--- src/rtl/mcu_spi_pkg.sv ---
// Package shared by the MCU SPI bridge files.
// Holds the frame FSM state encoding, the opcode field positions,
// the read-response window length and a small opcode decode helper.
package mcu_spi_pkg;

   typedef enum logic [2:0] {
      ST_IDLE   = 3'd0,
      ST_OPCODE = 3'd1,
      ST_WRITE  = 3'd2,
      ST_DUMMY  = 3'd3,
      ST_READ   = 3'd4
   } state_t;

   // Opcode byte layout: bit 7 selects read (1) / write (0), the low bits
   // carry the starting register address.
   localparam int OP_RW_BIT   = 7;
   localparam int OP_ADDR_LSB = 0;

   // Cycles after rd_en during which rd_valid is still accepted.
   localparam int RD_WINDOW = 48;
   localparam int WIN_W     = 6;

   function automatic logic is_read_op(input logic [7:0] op);
      return op[OP_RW_BIT];
   endfunction

endpackage

--- src/rtl/mcu_spi_sync.sv ---
// Single-bit synchronizer with edge detection on the synchronized level.
// Ports:
//   clk, rst    : system clock, async active-high reset
//   raw         : asynchronous input
//   level       : synchronized level (STAGES flops deep)
//   rise, fall  : one-cycle pulses on synchronized edges
// The chain and the edge-detect history reset to RST_VAL, the line's idle level.
module mcu_spi_sync #(
   parameter int   STAGES  = 2,
   parameter logic RST_VAL = 1'b0
) (
   input  logic clk,
   input  logic rst,
   input  logic raw,
   output logic level,
   output logic rise,
   output logic fall
);

   logic [STAGES-1:0] chain;
   logic              prev;

   always_ff @(posedge clk or posedge rst) begin
      if (rst) begin
         chain <= {STAGES{RST_VAL}};
         prev  <= RST_VAL;
      end else begin
         chain <= {chain[STAGES-2:0], raw};
         prev  <= chain[STAGES-1];
      end
   end

   assign level = chain[STAGES-1];
   assign rise  = level & ~prev;
   assign fall  = ~level & prev;

endmodule

--- src/rtl/mcu_spi_bridge.sv ---
// SPI (mode 0) slave bridging an MCU onto a simple register bus.
// Frame: opcode byte (bit7 = read, low bits = address), then either write
// data bytes, or one dummy byte followed by read data bytes. Address
// auto-increments per byte and wraps.
// Ports:
//   clk_50mhz, rst           : system clock, async active-high reset
//   spi_sck/cs_n/mosi/miso   : MCU SPI pins (inputs are asynchronous)
//   wr_en, addr, wr_data     : one-cycle register write strobe
//   rd_en, addr              : one-cycle register read request
//   rd_valid, rd_data        : read response strobe and data
module mcu_spi_bridge
   import mcu_spi_pkg::*;
#(
   parameter int ADDR_WIDTH  = 7,
   parameter int SYNC_STAGES = 2
) (
   input  logic                  clk_50mhz,
   input  logic                  rst,
   input  logic                  spi_sck,
   input  logic                  spi_cs_n,
   input  logic                  spi_mosi,
   output logic                  spi_miso,
   output logic                  wr_en,
   output logic                  rd_en,
   output logic [ADDR_WIDTH-1:0] addr,
   output logic [7:0]            wr_data,
   input  logic                  rd_valid,
   input  logic [7:0]            rd_data
);

   localparam int             SW       = $clog2(SYNC_STAGES + 1);
   localparam logic [SW-1:0]  SETTLE   = SW'(SYNC_STAGES);
   localparam logic [WIN_W-1:0] WIN_LOAD = WIN_W'(RD_WINDOW + 1);

   logic sck_lvl, sck_rise, sck_fall;
   logic cs_lvl, cs_rise, cs_fall;
   logic mosi_lvl, mosi_rise, mosi_fall;

   mcu_spi_sync #(.STAGES(SYNC_STAGES), .RST_VAL(1'b0)) u_sync_sck (
      .clk(clk_50mhz), .rst(rst), .raw(spi_sck),
      .level(sck_lvl), .rise(sck_rise), .fall(sck_fall));

   mcu_spi_sync #(.STAGES(SYNC_STAGES), .RST_VAL(1'b1)) u_sync_cs (
      .clk(clk_50mhz), .rst(rst), .raw(spi_cs_n),
      .level(cs_lvl), .rise(cs_rise), .fall(cs_fall));

   mcu_spi_sync #(.STAGES(SYNC_STAGES), .RST_VAL(1'b0)) u_sync_mosi (
      .clk(clk_50mhz), .rst(rst), .raw(spi_mosi),
      .level(mosi_lvl), .rise(mosi_rise), .fall(mosi_fall));

   logic unused_ok;
   assign unused_ok = &{1'b0, sck_lvl, mosi_rise, mosi_fall};

   state_t            state, state_nx;
   logic [2:0]        bit_cnt;
   logic [7:0]        shreg_in;
   logic [7:0]        shreg_out;
   logic [7:0]        rd_buf;
   logic              miso_q;
   logic [WIN_W-1:0]  win;
   logic [SW-1:0]     settle;
   logic              armed;
   logic              frame_start;
   logic              byte_done;
   logic [7:0]        in_byte;

   // The CS synchronizer resets to "deselected". If the MCU still holds CS
   // low when reset releases, the chain would flush to 0 and fake a falling
   // edge mid-frame. Only accept a frame start once CS has been seen high
   // after the chain has filled with real samples.
   always_ff @(posedge clk_50mhz or posedge rst) begin
      if (rst) begin
         settle <= '0;
         armed  <= 1'b0;
      end else if (settle != SETTLE) begin
         settle <= settle + 1'b1;
      end else if (cs_lvl) begin
         armed <= 1'b1;
      end
   end

   assign frame_start = cs_fall & armed;
   assign in_byte     = {shreg_in[6:0], mosi_lvl};
   assign byte_done   = sck_rise && (bit_cnt == 3'd7) && (state != ST_IDLE);

   always_ff @(posedge clk_50mhz or posedge rst) begin
      if (rst) state <= ST_IDLE;
      else     state <= state_nx;
   end

   always_comb begin
      state_nx = state;
      if (cs_rise) begin
         state_nx = ST_IDLE;
      end else begin
         case (state)
            ST_IDLE:   if (frame_start) state_nx = ST_OPCODE;
            ST_OPCODE: if (byte_done)
                          state_nx = is_read_op(in_byte) ? ST_DUMMY : ST_WRITE;
            ST_DUMMY:  if (byte_done) state_nx = ST_READ;
            ST_WRITE, ST_READ: ;
            default:   state_nx = ST_IDLE;
         endcase
      end
   end

   always_ff @(posedge clk_50mhz or posedge rst) begin
      if (rst) begin
         wr_en     <= 1'b0;
         rd_en     <= 1'b0;
         addr      <= '0;
         wr_data   <= '0;
         bit_cnt   <= '0;
         shreg_in  <= '0;
         shreg_out <= '0;
         rd_buf    <= '0;
         miso_q    <= 1'b0;
         win       <= '0;
      end else begin
         wr_en <= 1'b0;
         rd_en <= 1'b0;
         // Address advances once the write strobe has been presented.
         if (wr_en)       addr <= addr + 1'b1;
         if (win != '0)   win  <= win - 1'b1;
         if (state != ST_READ) miso_q <= 1'b0;

         // Late or unsolicited responses are dropped.
         if (rd_valid && (win != '0) && (state != ST_IDLE)) rd_buf <= rd_data;

         if (state == ST_IDLE) begin
            bit_cnt <= '0;
            win     <= '0;
         end else if (!cs_rise) begin
            if (sck_rise) begin
               shreg_in <= in_byte;
               bit_cnt  <= bit_cnt + 3'd1;
            end

            if (byte_done) begin
               case (state)
                  ST_OPCODE: begin
                     addr <= in_byte[OP_ADDR_LSB +: ADDR_WIDTH];
                     if (is_read_op(in_byte)) begin
                        rd_en  <= 1'b1;
                        win    <= WIN_LOAD;
                        rd_buf <= '0;
                     end
                  end
                  ST_WRITE: begin
                     wr_en   <= 1'b1;
                     wr_data <= in_byte;
                  end
                  ST_READ: begin
                     // Prefetch the next byte while the MCU finishes this one.
                     addr   <= addr + 1'b1;
                     rd_en  <= 1'b1;
                     win    <= WIN_LOAD;
                     rd_buf <= '0;
                  end
                  default: ;
               endcase
            end

            // First falling edge of each read byte loads the response buffer;
            // the rest shift it out MSB first.
            if (sck_fall && (state == ST_READ)) begin
               if (bit_cnt == 3'd0) begin
                  miso_q    <= rd_buf[7];
                  shreg_out <= {rd_buf[6:0], 1'b0};
               end else begin
                  miso_q    <= shreg_out[7];
                  shreg_out <= {shreg_out[6:0], 1'b0};
               end
            end
         end
      end
   end

   assign spi_miso = (state == ST_READ) ? miso_q : 1'b0;

endmodule

--- config.mk ---
export PLATFORM = sky130hd
export DESIGN_NAME = mcu_spi_bridge
export DESIGN_NICKNAME = d
export VERILOG_FILES = /design/src/rtl/mcu_spi_pkg.sv /design/src/rtl/mcu_spi_sync.sv /design/src/rtl/mcu_spi_bridge.sv
export SDC_FILE = /design/constraint.sdc
export NUM_CORES = 1
export LEC_CHECK = 0
export CORE_ASPECT_RATIO = 0.75
export CORE_MARGIN = 2
export CORE_UTILIZATION = 25
export CTS_BUF_LIST = sky130_fd_sc_hd__clkbuf_4 sky130_fd_sc_hd__clkbuf_8 sky130_fd_sc_hd__clkbuf_16
export DETAILED_ROUTE_END_ITERATION = 10
export PLACE_DENSITY = 0.51
export SLEW_MARGIN = 10
export SYNTH_ARGS = -nofsm -noshare
export SYNTH_HDL_FRONTEND = slang
export SYNTH_HIERARCHICAL = 1
export SYNTH_SLANG_ARGS = --single-unit
export TNS_END_PERCENT = 1
--- constraint.sdc ---
create_clock -name clk_50mhz -period 2.8 [get_ports clk_50mhz]
set_clock_uncertainty 0.2 [all_clocks]
set_input_delay 0.56 -clock clk_50mhz [delete_from_list [all_inputs] [get_ports clk_50mhz]]
set_output_delay 0.56 -clock clk_50mhz [all_outputs]
set_load 0.05 [all_outputs]
Yosys cells after proc, flatten, opt, wreduce, memory -nomap -nowiden
Index checks and enable logic that the tools add are counted.

Register bits after elaboration: 64. Output and inout bits: 18.

Add/sub/neg operators: 4. Eq/ne operators: 12. Muxes and demuxes: 42. Bitwise gates (word level): 12. Reductions and logical operators: 17.

Operators with widths (count): two-way mux 8 bit (6); two-way mux 6 bit (5); two-way mux 7 bit (4); two-way mux 3 bit (7); case mux 8 bit (2 select lines) (1); two-way mux 1 bit (15); case mux 7 bit (2 select lines) (1); inequality test 3 bit, second input constant (4); case mux 3 bit (4 select lines) (1); case mux 6 bit (2 select lines) (1); AND reduction 4 bit (2); adder 7 x 1 -> 7 bit, second input constant (1); inverter 1 bit (7); == test 3 x 2 -> 1 bit, second input constant (2); == test 3 bit, second input constant (2); zero test 3 bit (2); AND reduction 3 bit (2); nonzero test 6 bit (1); subtractor 6 x 1 -> 6 bit, second input constant (1); bitwise AND 1 bit (5); logical AND 1 bit (5); inequality test 2 bit, second input constant (2); AND reduction 2 bit (2); adder 3 x 1 -> 3 bit, second input constant (1); 7 further kinds (7).

Longest topological paths before layout
Depth in word-level cells: 9. Mapped depth: 6.

Cells and area by module
The synthesis kept the hierarchy.

Modules (own cells, without submodules): mcu_spi_bridge (instances 1, cells an instance 246, area each 2705.1 µm², seq. area each 1376.3 µm²); mcu_spi_sync at u_sync_mosi ... (instances 2, cells an instance 6, area each 93.8 µm², seq. area each 75.1 µm²); mcu_spi_sync at u_sync_cs (instances 1, cells an instance 6, area each 97.6 µm², seq. area each 78.8 µm²).

Worst setup path before layout
Ideal clock, no wire load.

Path kind: reg2out. Start: register state[1]. End: output spi_miso. Arrival: 1.380 ns. Required time: 2.040 ns. Path slack: 0.660 ns. Cell stages (with the launch flop): 4. Path buffers: 1. Cell sequence: dfrtp_1 > buf_2 > nor3b_1 > and2_1.

Longest elaborated chain between the ends: 2.

Ends and longest elaborated chain: start, declared (RTL line mcu_spi_bridge.sv:54) `state_t state, state_nx;`; start signal, assigned (RTL line mcu_spi_bridge.sv:88) `else state <= state_nx;`; == test 3 bit (RTL line mcu_spi_bridge.sv:179) `assign spi_miso = (state == ST_READ) ? miso_q : 1'b0;`; two-way mux 1 bit (RTL line mcu_spi_bridge.sv:179); end, declared (RTL line mcu_spi_bridge.sv:22) `output logic spi_miso,`.

No other way between the ends.

Final worst setup path
Start: register addr[3]. End: output addr[3].

RTL lines: start, declared (RTL line mcu_spi_bridge.sv:25) `output logic [ADDR_WIDTH-1:0] addr,`; start signal, assigned (RTL line mcu_spi_bridge.sv:123) `if (wr_en) addr <= addr + 1'b1;`; start signal, assigned (RTL line mcu_spi_bridge.sv:142) `addr <= in_byte[OP_ADDR_LSB +: ADDR_WIDTH];`; start signal, assigned (RTL line mcu_spi_bridge.sv:155) `addr <= addr + 1'b1;`.

No word-level cell between the ends.

==> summary.md <==
| Metric | Value |
|---|---|
| GRT Total Usage | a little over a tenth |
| Met1 usage | about 16% |
| Clock Path Buffers | 2 |
| Req. time, crit path | around 2 ns |
| Cts repair resizes | 0 |
| Setup bufs post-CTS | 0 |
| Max_cap viols | 0 |
| R2r setup slk | 0.59 ns |
| Hold-fix buffers, CTS | 0 |
| Multi-input gate area | 1272 um2 |
| Crit-path leading delay family | buffers and inverters |
| Starting density of the core | 25.50% |
| Via count | just under 2000 |
| Slew margin rel. | 50.96% |
| Worst hold stages | 0 |
| Outcome | finished clean |
| FF/Latch Area | roughly 1600 um2 |
| CP bufs+invs | 1 |
| Setup TNS after final layout | 0 ns |
| CP arrival | 1.68 ns |
| Mean Syn Cell Area | 11.30 um2 |
| Worst-Skew Late Latency | 0.33 ns |
| Critical hold path startpoint | u_sync_sck/chain[0] |
| Critical Path End Type | output port |
| DIE AREA | approximately 13000 um2 |
| Largest net degree at the start of global routing | 56 |
| Critical setup path kind | reg2out |
| Critical-path cell list | clkdlybuf4s50_1 |
| Max stage delay on crit path | 0.86 ns |
| Hold Vio Cnt, Final | 0 |
| Row count | 34 |
| Count of input and output buffers | 31 |
| Worst Hold Endpoint | u_sync_sck/chain[1] |
| Final antenna-violating net count | 0 |
| Post-route clock period utilization | 86.97% |
| Iteration-0 DRC Markers | 70 |
| M3 GR Usage | 4.110% |
| Placed Cells | 451 |
| Min cycle time layout | 2.435 ns |
| Final setup viols | 0 |
| Vias in the first global route | around 2000 |
| Post-Route WL | 6035 um |
| Core box area | 11570 um2 |
| RSZ-0062 raised after global routing | false |
| Synth Cell Area | 2950 um2 |
| LEAKAGE | 1.662 nW |
| HP Class | reg2reg |
| GRT overflow | 0 |
| Clock Tree Root | clkbuf_16 |
| CP max FO | 7 |
| # DRC | 0 |
| Max VDD drop | 0.2868 mV |
| Top Usage Layer GRT | met1 |
| I/O pins | 32 |
| Post-Syn Instances | 261 |
| ANT cells | 0 |
| Layout cells sized above 1 | between 15 and 20% |
| Tightest Pin Transition | 0.7356 ns |
| Fillers | 1192 |
| Worst r2r dst | addr[5] |
| Number of buffers created by CTS | 9 |
| PwrDens | 600.9 nW/um2 |
| YS warnings | 6 |
| Die height | approximately 98 um |
| TritonRoute pass-1 iters | 4 |
| Final nets | 321 |
| Slowest CP cell | clkdlybuf4s50_1 |
| Crit Reg-Reg Startpoint | bit_cnt[0] |
| First-pass GRT wire length | 10220 um |
| Critical path startpoint category | register |
| Area delta synth->final | 27.78% |
| Post-Layout Cell Count | 466 |
| Avg Vias per Cell | 4.266 |
| CTS tree | built |
| Clock sinks | 63 |
| GP Congestion | roughly 0.77 |
| Syn Nets | 282 |
| Reg2Reg Depth | 6 |
| Chip width | 129.4 um |
| Htree depth | 3 |
| HPWL after DPL | 4228 um |
| CTS clock-pin slew for the worst setup and hold paths | 0.05 ns |
| Met2 GRT Util | 13.68% |
| Fmax | about 400 MHz |
| Initial antenna violation count | 0 |
| Average wire per standard cell | 12.95 um |
| Fin. max-slew vios | 0 |
## cells in the final DEF (no fill, tap or decap), types with 3 or more instances in the layout
master	instances
clkbuf_16	9
o21ai_0	13
nand3_1	6
xnor2_1	8
a21oi_1	11
inv_1	12
ha_1	7
nor3_1	7
dfrtp_1	60
nand2_1	21
mux2_2	15
nor2b_1	7
dfstp_2	3
buf_4	5
mux2i_1	17
nor2_1	21
nand2b_1	4
clkdlybuf4s50_1	30
xor2_1	5
o21bai_1	4
## per-stage QoR
step | hold WS, ns | util [%] | total power, mW | worst slack, ns | cell area, um2
6_report | 0.1498 | 32.58 | 2.265 | 0.3649 | 3770
3_5_place_dp | 0.1364 | 30.09 | 1.197 | 0.4332 | 3482
2_1_floorplan | 0.1012 | - | 1.127 | 0.6599 | 2950
3_3_place_gp | 0.1327 | 30.09 | 1.197 | 0.4573 | 3482
5_1_grt | 0.1510 | 32.58 | 2.364 | 0.2973 | 3770
4_1_cts | 0.1472 | 32.58 | 2.301 | 0.3375 | 3770
## how the worst max path moves through the flow
stage / start / to / slack (ns) / cells after the start
2_1_floorplan: state[1] / spi_miso / 0.66 / 3
3_3_place_gp: rd_valid / rd_buf[2] / 0.46 / 5
3_5_place_dp: rd_valid / rd_buf[6] / 0.43 / 5
4_1_cts: addr[3] / addr[3] / 0.34 / 1
5_1_grt: addr[3] / addr[3] / 0.30 / 1
6_report: addr[3] / addr[3] / 0.36 / 1
## worst register-to-register path: cells and delay by family (launching register included)
| kind | cells | cell delay [ns] |
|---|---|---|
| compound gates | 2 | 0.29 |
| fa+ha+maj | 2 | 0.46 |
| simple gates | 2 | 0.75 |
| flops | 1 | 0.38 |
## final cells by class
type                    count  area share, %
flip-flops and latches     63          41.92
clock inverters             4          1.261
clock buffers              11          6.372
repair buffers             37          10.02
multi-input cells         176          33.75
well taps                 162          5.377
inverters                  13          1.294
## report_power, final
part	leakage (nW)	switching (mW)	internal [mW]	total, mW
logic	0.688	0.0750	0.0843	0.159
clock network	0.142	0.386	0.700	1.09
registers	0.832	0.0584	0.961	1.02
total	1.66	0.520	1.75	2.27
## state kept, by name (all words and copies together) (netlist names)
signal,flops
miso_q,1
bit_cnt,3
shreg_out,7
u_sync_sck/prev,1
rd_en,1
shreg_in,7
armed,1
addr,7
wr_data,8
u_sync_sck/chain,2
u_sync_mosi/chain,2
u_sync_cs/prev,1
u_sync_cs/chain,2
wr_en,1
settle,2
rd_buf,8
state,3
win,6
## layer usage
metal  share of wire, %  wire length, um
met2                 40             2430
met4                1.4               85
met1                 53             3211
met5                  0                0
met3                5.1              308
No activity file was read; power rests on OpenSTA's default activity.
